--- config.mk ---
export PLATFORM = sky130hd
export DESIGN_NAME = alu_arbiter
export DESIGN_NICKNAME = d
export VERILOG_FILES = /design/src/rtl/alu_arbiter.sv
export SDC_FILE = /design/constraint.sdc
export NUM_CORES = 1
export LEC_CHECK = 0
export BUFFER_PORTS_ARGS = -buffer_cell sky130_fd_sc_hd__buf_2
export CAP_MARGIN = 20
export CORE_UTILIZATION = 42
export CTS_BUF_LIST = sky130_fd_sc_hd__clkbuf_4
export DETAILED_ROUTE_END_ITERATION = 10
export PLACE_DENSITY = 0.9
export REMOVE_ABC_BUFFERS = 1
export SYNTH_ARGS = -nofsm -noshare
export SYNTH_HDL_FRONTEND = slang
export SYNTH_SLANG_ARGS = --single-unit
--- constraint.sdc ---
create_clock -name clk -period 1.71 [get_ports clk]
set_input_delay 0.513 -clock clk [delete_from_list [all_inputs] [get_ports clk]]
set_output_delay 0.513 -clock clk [all_outputs]
set_load 0.03 [all_outputs]
--- src/rtl/alu_arbiter.sv ---
// alu_arbiter: two-requester round-robin front end for a shared combinational ALU.
// One operation is in flight at a time: IDLE (grant/accept) -> EXEC (drive ALU,
// capture result) -> RESP (hold result until the granted requester takes it).
module alu_arbiter #(
  parameter int WIDTH = 32
) (
  input  logic             clk,
  input  logic             rst_n,
  // requester 0
  input  logic             req0_valid,
  output logic             req0_ready,
  input  logic [WIDTH-1:0] req0_a,
  input  logic [WIDTH-1:0] req0_b,
  input  logic [4:0]       req0_op,
  // requester 1
  input  logic             req1_valid,
  output logic             req1_ready,
  input  logic [WIDTH-1:0] req1_a,
  input  logic [WIDTH-1:0] req1_b,
  input  logic [4:0]       req1_op,
  // shared ALU
  output logic [WIDTH-1:0] alu_a,
  output logic [WIDTH-1:0] alu_b,
  output logic [4:0]       alu_op,
  input  logic [WIDTH-1:0] alu_out,
  input  logic             alu_flag,
  // responses
  output logic             rsp0_valid,
  input  logic             rsp0_ready,
  output logic             rsp1_valid,
  input  logic             rsp1_ready,
  output logic [WIDTH-1:0] rsp_data,
  output logic             rsp_flag,
  output logic             rsp_err
);

  localparam logic [4:0] OP_NOP = 5'h00;
  localparam logic [4:0] OP_MAX = 5'h06;  // highest legal opcode (NOR)

  typedef enum logic [1:0] {
    S_IDLE = 2'd0,
    S_EXEC = 2'd1,
    S_RESP = 2'd2
  } state_t;

  state_t           state_q, state_d;
  logic             last_q, last_d;   // id of the requester served most recently
  logic             gnt_q, gnt_d;     // id of the requester currently in flight
  logic [WIDTH-1:0] a_q, a_d;
  logic [WIDTH-1:0] b_q, b_d;
  logic [4:0]       op_q, op_d;
  logic             err_q, err_d;
  logic [WIDTH-1:0] data_q, data_d;
  logic             flag_q, flag_d;

  logic             gnt_sel;
  logic             in_idle;
  logic             rsp_take;
  logic [WIDTH-1:0] sel_a;
  logic [WIDTH-1:0] sel_b;
  logic [4:0]       sel_op;

  // Arbitration: a lone requester wins; on a tie the one not served last wins.
  // Ready is also gated by rst_n so nothing is offered while reset is held.
  always_comb begin
    gnt_sel    = 1'b0;
    in_idle    = (state_q == S_IDLE);
    if (req0_valid && req1_valid) begin
      gnt_sel = ~last_q;
    end else begin
      gnt_sel = req1_valid;
    end
    req0_ready = rst_n && in_idle && req0_valid && !gnt_sel;
    req1_ready = rst_n && in_idle && req1_valid && gnt_sel;
    sel_a      = gnt_sel ? req1_a  : req0_a;
    sel_b      = gnt_sel ? req1_b  : req0_b;
    sel_op     = gnt_sel ? req1_op : req0_op;
  end

  // Response channel: only the granted requester sees valid, and only its ready counts.
  always_comb begin
    rsp0_valid = (state_q == S_RESP) && !gnt_q;
    rsp1_valid = (state_q == S_RESP) && gnt_q;
    rsp_take   = gnt_q ? (rsp1_valid && rsp1_ready) : (rsp0_valid && rsp0_ready);
    rsp_data   = data_q;
    rsp_flag   = flag_q;
    rsp_err    = err_q;
  end

  // ALU drive: latched operands during EXEC, neutral NOP with zero operands otherwise.
  always_comb begin
    alu_a  = '0;
    alu_b  = '0;
    alu_op = OP_NOP;
    if (state_q == S_EXEC) begin
      alu_a  = a_q;
      alu_b  = b_q;
      alu_op = op_q;
    end
  end

  // Next-state logic: accept in IDLE, capture ALU result in EXEC, release on handshake in RESP.
  always_comb begin
    state_d = state_q;
    last_d  = last_q;
    gnt_d   = gnt_q;
    a_d     = a_q;
    b_d     = b_q;
    op_d    = op_q;
    err_d   = err_q;
    data_d  = data_q;
    flag_d  = flag_q;
    case (state_q)
      S_IDLE: begin
        if (req0_ready || req1_ready) begin
          state_d = S_EXEC;
          gnt_d   = gnt_sel;
          a_d     = sel_a;
          b_d     = sel_b;
          if (sel_op > OP_MAX) begin
            // illegal opcodes run as NOP and are flagged back to the requester
            op_d  = OP_NOP;
            err_d = 1'b1;
          end else begin
            op_d  = sel_op;
            err_d = 1'b0;
          end
        end
      end
      S_EXEC: begin
        data_d  = alu_out;
        flag_d  = alu_flag;
        state_d = S_RESP;
      end
      S_RESP: begin
        if (rsp_take) begin
          last_d  = gnt_q;
          state_d = S_IDLE;
        end
      end
      default: state_d = S_IDLE;
    endcase
  end

  // State register; reset discards any operation in flight.
  always_ff @(posedge clk or negedge rst_n) begin
    if (!rst_n) begin
      state_q <= S_IDLE;
      last_q  <= 1'b1;
      gnt_q   <= 1'b0;
      a_q     <= '0;
      b_q     <= '0;
      op_q    <= OP_NOP;
      err_q   <= 1'b0;
      data_q  <= '0;
      flag_q  <= 1'b0;
    end else begin
      state_q <= state_d;
      last_q  <= last_d;
      gnt_q   <= gnt_d;
      a_q     <= a_d;
      b_q     <= b_d;
      op_q    <= op_d;
      err_q   <= err_d;
      data_q  <= data_d;
      flag_q  <= flag_d;
    end
  end

endmodule

Word level (Yosys, flattened, before mapping)
Index checks and enable logic that the tools add are counted.

word-level totals
  bits in registers = 107
  bits in latches = 0
  bits in writable memories = 0
  memory bits (read-only) = 0
  memories kept = 0

operators by class
  $add $sub $neg = 0
  multiply operators = 0
  divide/modulo/power cells = 0
  magnitude comparators = 1
  eq/ne operators = 4
  shifts and indexed selects = 0
  mux-type cells = 13
  bitwise gates (word level) = 1
  reduce and logical (&&, ||, !) cells = 17

operator list
  kind                                                                             number
  32-bit 2-to-1 mux                                                                4
  5-bit 2-to-1 mux                                                                 3
  1-bit logical AND                                                                10
  2-bit case mux with 3 select lines                                               1
  2-bit AND reduction                                                              3
  5-bit by 3-bit greater-than comparator with 1-bit output, second input constant  1
  2-bit 2-to-1 mux                                                                 2
  1-bit 2-to-1 mux                                                                 3
  2-bit by 1-bit equality test with 1-bit output, second input constant            1
  2-bit equality test, second input constant                                       1
  1-bit zero test                                                                  2
  2-bit zero test                                                                  1
  2-bit by 1-bit inequality test with 1-bit output, second input constant          1
  2-bit inequality test, second input constant                                     1
  1-bit logical OR                                                                 1
  1-bit NOT                                                                        1

Longest topological paths before layout
Gate-level depths: netlist (run 1).

  word-level depth = 7
  mapped depth = 6
  mapped depth without buffers = 4

Least setup slack after synthesis (run 1)
Ideal clock, no wire load.

  path type = reg-to-output
  from = register state_q[0]
  to = output port alu_a[22]
  data arrival time = 1.345 ns
  data required time = 1.197 ns
  setup slack = -0.148 ns
  cell stages (with the launch flop) = 5
  path buffers = 2
  cells stage by stage = dfrtp_1 nor2b_1 buf_2 clkbuf_1 and2_1

between the ends
  longest elaborated chain between the ends = 2

RTL lines
  element                                         RTL line  text
  from (decl)                                     46        state_t state_q, state_d;
  from (signal assigned)                          158       state_q <= state_d;
  2-bit by 1-bit equality test with 1-bit output  95        if (state_q == S_EXEC) begin
  32-bit 2-to-1 mux                               95
  to (decl)                                       22        output logic [WIDTH-1:0] alu_a,

Every way passes these cells.

Final worst setup path (run 1)
  from = register state_q[1]
  to = output port req0_ready

between the ends
  longest elaborated chain between the ends = 4

RTL lines
  element                         RTL line  text
  2-bit zero test                 67        in_idle = (state_q == S_IDLE);
  1-bit logical AND (3 in a row)  73        req0_ready = rst_n && in_idle && req0_valid && !gnt_sel;
  to (decl)                       11        output logic req0_ready,

Every way passes these cells.

==> results of run 1 <==
==> how the worst min path moves through the flow <==
stage	from	to	slack (ns)	cells past startpoint
6_report	rst_n	gnt_q$_DFFE_PN0P_	0.24	3
5_1_grt	alu_out[5]	rsp_data[5]$_DFFE_PN0N_	0.20	2
4_1_cts	alu_out[5]	rsp_data[5]$_DFFE_PN0N_	0.20	2
3_5_place_dp	op_q[3]$_DFFE_PN0P_	op_q[3]$_DFFE_PN0P_	0.47	1
3_3_place_gp	op_q[4]$_DFFE_PN0P_	op_q[4]$_DFFE_PN0P_	0.46	1
2_1_floorplan	rst_n	a_q[0]$_DFFE_PN0P_	0.22	0
==> power by group through the flow <==
| stage | clock, mW | combinational, mW | sequential, mW |
|---|---|---|---|
| after floorplan | 0 | 3.24 | 5.13 |
| after global placement | 0 | 5.65 | 4.40 |
| after detailed placement | 0 | 5.78 | 4.47 |
| after CTS | 1.53 | 7.05 | 4.44 |
| after global routing | 1.62 | 7.99 | 4.64 |
| final | 1.48 | 7.61 | 4.50 |
==> logic make-up after synthesis <==
| kind of cell | after synthesis |
|---|---|
| compound gates | 12 |
| flops | 107 |
| buf+inv | 26 |
| simple gates | 85 |
| mux | 167 |
==> layer usage <==
layer	vias up	GRT usage [%]
met4	0	8.398
met5	-	0
li1	2037	-
met3	23	7.433
met1	2191	22.92
met2	203	43.57
==> placed cells by master, fill, tap and decap left out, drive strengths merged, types with 3 or more instances in the layout <==
cell type	instances
mux2i	5
clkinv	5
nand2	3
nand2b	3
mux2	162
buf	325
inv	3
dfrtp	106
a21oi	3
a221oi	3
clkbuf	17
and2	73
==> critical path, stage by stage (launching register included) <==
cell	delay [ns]
dfrtp_2	0.46
buf_4	0.16
nor3b_4	0.22
nand2_1	0.08
nor2_1	0.13
buf_4	0.19
==> cell type report <==
| type | count | area share, % |
|---|---|---|
| repair inverters | 2 | 0.3841 |
| multi-input cells | 264 | 32.66 |
| diodes | 1 | 0.02955 |
| repair buffers | 333 | 30.60 |
| inverters | 1 | 0.2364 |
| well taps | 168 | 2.482 |
| clock buffers | 9 | 0.7978 |
| flip-flops and latches | 107 | 31.64 |
| clock inverters | 7 | 1.167 |
==> metrics by stage <==
| step | instances | setup slack, ns | area [µm²] | TNS, ns | util (%) |
|---|---|---|---|---|---|
| 4_1_cts | 875 | -0.5634 | 8113 | -40.02 | 66.16 |
| 3_5_place_dp | 845 | -0.2223 | 7118 | -11.86 | 58.05 |
| 3_3_place_gp | 845 | -0.1879 | 7118 | -9.991 | 58.05 |
| 2_1_floorplan | 372 | -2.679 | 5221 | -377.39 | - |
| 5_1_grt | 892 | -0.6017 | 8469 | -52.41 | 69.07 |
| 6_report | 892 | -0.5141 | 8469 | -42.58 | 69.07 |
==> flip-flops by register name, summed over array words and instances, names as in the netlist <==
name / cells
a_q: 32
b_q: 32
rsp_data: 32
op_q: 5
state_q: 2
gnt_q: 1
last_q: 1
rsp_err: 1
rsp_flag: 1
==> what timing repair did <==
action,in CTS,in global routing
setup endpoints to repair,73,168
endpoints found under the hold margin,0,0
pin swaps,11,6
setup buffers,11,7
resized for setup,204,44
hold buffers,0,0
cloned,3,13
==> reports/qor.yml, run 1 <==
critical_path:
  endpoint_kind: "output port"
  reg2reg_to: "b_q[30]$_DFFE_PN0P_"
  startpoint: "state_q[1]$_DFFE_PN0P_"
  crit_type: "flop to output port"
  reg2reg_depth: 8
  r2r_setup_slack_ns: -0.18
  crit_required_ns: 1.20
  worstSetupStartpointType: "flop"
  crit_end: "req0_ready"
  worst-path-max-fanout: 3
  r2r_start: "state_q[1]$_DFFE_PN0P_"
  critical_path_arrival_ns: 1.71
logic_synthesis:
  synth_top_area_share_pct: 49.33
  synth.area.top_cells: "dfrtp_1 (49%), mux2_2 (33%), and2_1 (8.5%)"
  ys_types: 26
  synth_edf_count: 0
  synth_simple_gate_area_share_pct: 10.14
  synthMuxAreaShare_pct: 35.27
  yosysSeqAreaShare_pct: 49.81
  synth_fa_ha_area_share_pct: 0
  ys_async_sr_fraction_pct: 100.0
  syn_inst: 397
  synth_area_leader_cell: "dfrtp_1"
  synth_common_cells: "mux2_2 (156), dfrtp_1 (106), and2_1 (73)"
  synth_most_common_cell: "mux2_2"
  ys_ff_latch: 107
  synth_area_per_cell_um2: 13.55
  syn-cell-area_um2: 5378
  synth-compound-area-share_pct: 1.745
  synth_top_family_by_area: "multiplexers"
  yosysWarnings: 0
  synth_ff_type: "dfrtp_1"
  synthXorXnorAreaFrac_pct: 0
drt:
  num_vias: 4454
  highest_layer: "met4"
  wl_met1_mm: 6.074
  dr_wl_met3_mm: 1.088
  finalWirelength_mm: 16.47
  dr_wl_met2_mm: 8.977
  first_iter_violations: 179
  postRouteAntennaNets: 0
  drc: 0
  drtPass1Iterations: 4
  via_per_inst: 4.993
  wl_per_cell_um: 18.47
global_routing:
  overflow: 0
  antenna_found_initial: 1
  grt_pass1_vias: 4611
  grt_pass1_wl_mm: 22.56
  grt_max_degree: 62
  grt.total_usage_pct: 22.82
power_and_ir_drop:
  powerDensity_nw_per_um2: 1605
  pwr-share-clk_pct: 10.9
  p_sw_mw: 5.256
  intPower_mw: 8.334
  p_leak_nw: 4.105
  seqPwrFrac_pct: 33.1
  peakVddDrop_mv: 1.232
  combPwrFrac_pct: 56.0
  p_total_mw: 13.59
  switching_share_pct: 38.68
timing:
  finalMaxSlewViolations: 0
  hold_slack_ns: 0.2404
  relSlewSlack_pct: 47.48
  tightest_slew_ns: 0.7878
  final.period_utilization_pct: 130.1
  clock_skew_ns: 0.01167
  period_needed_ns: 2.224
  finalHoldViolCount: 0
  clock.fmax_mhz: 449.6
  setup_viol: 141
  setup_slack_ns: -0.5141
  rsz0062_at_grt: "yes"
floorplan:
  core_area_um2: 12260
  die_h_um: 115.2
  ioPinCount: 284
  die_w_um: 115.2
  initial_core_util_pct: 43.86
  rows: 40
  fp.dieArea_um2: 13260
job:
  max_cap_violations: 0
placement:
  portBuffers: 283
  place_hpwl_mm: 9.936
  routabilityCongestion: 0.7551
clocking:
  cts_made_buffers: 9
  cts.reportedPaths.clkPinSlew_ns: 0.17
  clkLatencyLatePin_ns: 0.48
  clock_path_buffers: 2
  cts_tree: "built"
  clockRootBuffer: "clkbuf_4"
  clkSinkCount: 107
  htree_levels: 3
layout:
  fin_nets: 895
  seq_area_um2: 2680
  multi_input_area_um2: 2766
  drive_gt1_share_pct: 79.25
  n_fill_cell: 807
  area_growth_pct: 57.49
run_status:
  status: "complete, but fails checks"
  violations: "setup timing"
min_path:
  holdCritPathClass: "input pin to asynchronous set/reset pin"
No activity file was read; power rests on OpenSTA's default activity.
==> inputs of run 2 (changes only) <==
- PLACE_DENSITY: 0.9 -> 0.83
==> reports/qor.yml, run 2 (synthesis gave the netlist of run 1 again) <==
clocking:
  cts_made_buffers: 9  # unchanged
  clkLatencyLatePin_ns: 0.46  # was 0.48 ns
  cts.reportedPaths.clkPinSlew_ns: 0.16  # was 0.17 ns
  cts_tree: "built"  # unchanged
  clockRootBuffer: "clkbuf_4"  # unchanged
  hold_buffers: 0  # unchanged
  htree_levels: 3  # unchanged
  clock_path_buffers: 2  # unchanged
  clkSinkCount: 107  # unchanged
min_path:
  holdCritPathClass: "input pin to asynchronous set/reset pin"  # unchanged
placement:
  postPlaceCellArea_um2: 7081  # was 7118 µm²
  dp_cells: 840  # was 845
  routabilityCongestion: 0.7742  # was 0.7551
  portBuffers: 283  # unchanged
  place_ws_ns: -0.1830  # was -0.2223 ns
  place_hpwl_mm: 9.967  # was 9.936 mm
layout:
  final_common_cell: "buf_2"  # unchanged
  fin_cells: 899  # was 892
  diodes: 0  # was 1
  fin_area_um2: 8895  # was 8469 µm²
  drive_gt1_share_pct: 80.85  # was 79.25%
  final_cell_mix: "buf_2 (209), dfrtp_1 (106), buf_6 (88)"  # was buf_2 (209), mux2_2 (140), dfrtp_1 (105)
  fin_nets: 903  # was 895
  area_growth_pct: 65.40  # was 57.49%
timing:
  setup_slack_ns: -0.4886  # was -0.5141 ns
  setup_viol: 153  # was 141
  rsz0062_at_grt: "yes"  # unchanged
  finalMaxSlewViolations: 0  # unchanged
  tightest_slew_ns: 0.6922  # was 0.7878 ns
  clock_skew_ns: 0.01314  # was 0.01167 ns
  clock.fmax_mhz: 454.8  # was 449.6 MHz
  final.period_utilization_pct: 128.6  # was 130.1%
  relSlewSlack_pct: 53.86  # was 47.48%
  finalHoldViolCount: 0  # unchanged
  period_needed_ns: 2.199  # was 2.224 ns
run_status:
  violations: "setup timing"  # unchanged
  status: "complete, but fails checks"  # unchanged
drt:
  via_per_inst: 5.080  # was 4.993
  first_iter_violations: 189  # was 179
  postRouteAntennaNets: 0  # unchanged
  wl_per_cell_um: 19.50  # was 18.47 µm
  drtPass1Iterations: 4  # unchanged
  num_vias: 4567  # was 4,454
  finalWirelength_mm: 17.53  # was 16.47 mm
  drc: 0  # unchanged
critical_path:
  endpoint_kind: "output port"  # unchanged
  crit_required_ns: 1.20  # about the same
  worst-path-max-fanout: 12  # was 3
  r2r_start: "state_q[1]$_DFFE_PN0P_"  # unchanged
  worstSetupStartpointType: "flop"  # unchanged
  critical_path_arrival_ns: 1.69  # was 1.71 ns
  startpoint: "state_q[1]$_DFFE_PN0P_"  # unchanged
  crit_type: "flop to output port"  # unchanged
power_and_ir_drop:
  p_leak_nw: 4.413  # was 4.105 nW
  peakVddDrop_mv: 1.365  # was 1.232 mV
  powerDensity_nw_per_um2: 1616  # was 1605 nW/µm²
  p_total_mw: 14.38  # was 13.59 mW
floorplan:
  initial_core_util_pct: 43.86  # unchanged
  rows: 40  # unchanged
  fp.dieArea_um2: 13260  # unchanged
  ioPinCount: 284  # unchanged
  die_w_um: 115.2  # unchanged
  die_h_um: 115.2  # unchanged
  core_area_um2: 12260  # unchanged
global_routing:
  antenna_found_initial: 0  # was 1
  grt.total_usage_pct: 23.28  # was 22.82%
  overflow: 0  # unchanged
  grt_max_degree: 59  # was 62
  grt_pass1_wl_mm: 23.29  # was 22.56 mm
  grt_pass1_vias: 4804  # was 4,611
job:
  max_cap_violations: 0  # unchanged
[run 2: final cells by class]
cell class | instances | area (µm²)
inverter | 1 | 16.27
sequential | 107 | 2679
fill | 742 | 3367
clock buffer | 9 | 67.56
multi-input combinational | 264 | 3042
timing repair buffer | 343 | 2845
clock inverter | 7 | 35.03
tap | 168 | 210.2
[run 2: path summary, 6_finish.rpt]
path | endpoint | slack, ns | cells after the start
max | alu_op[2] | -0.49 | 5
max reg2reg | a_q[17]$_DFFE_PN0P_ | -0.21 | 9
min in group clk | rsp_flag$_DFFE_PN0N_ | 0.27 | 2
max in group asynchronous | a_q[0]$_DFFE_PN0P_ | 0.78 | 3
min reg2reg | b_q[0]$_DFFE_PN0P_ | 0.53 | 1
min | op_q[4]$_DFFE_PN0P_ | 0.17 | 2
[run 2: where the power goes]
group	internal, mW	switching [mW]	total (mW)
clock network	0.281	0.835	1.12
registers	3.79	0.798	4.59
logic	4.76	3.91	8.67
total	8.83	5.55	14.4
[run 2: metal layers]
| metal | global-route usage, % | part of all wire (%) | wire (µm) |
|---|---|---|---|
| met1 | 24.25 | 38 | 6621 |
| met2 | 44.38 | 53 | 9354 |
| met3 | 4.902 | 5.4 | 949 |
| met4 | 11.00 | 3.4 | 603 |
| met5 | 0 | 0 | 0 |
[run 2: stage by stage]
step / hold WS (ns) / util [%] / TNS (ns)
finish: 0.1724 / 72.54 / -42.43
global route: 0.1873 / 72.54 / -54.59
floorplan: 0.2174 / - / -377.39
global placement: 0.4660 / 57.74 / -6.793
detailed placement: 0.4867 / 57.74 / -10.36
CTS: 0.1588 / 66.36 / -45.63
[run 2: worst max-delay path, stage by stage, from the launching register on]
cell and delay (ns):
dfrtp_1 0.45, nor2b_4 0.17, buf_6 0.15, buf_16 0.15, and2_1 0.16, buf_6 0.14
[run 2: timing repair]
item / 4_1_cts / 5_1_grt
pin swaps: 2 / 29
endpoints found under the setup margin: 137 / 141
gates resized for setup: 213 / 118
setup buffers: 13 / 12
cloned: 7 / 13
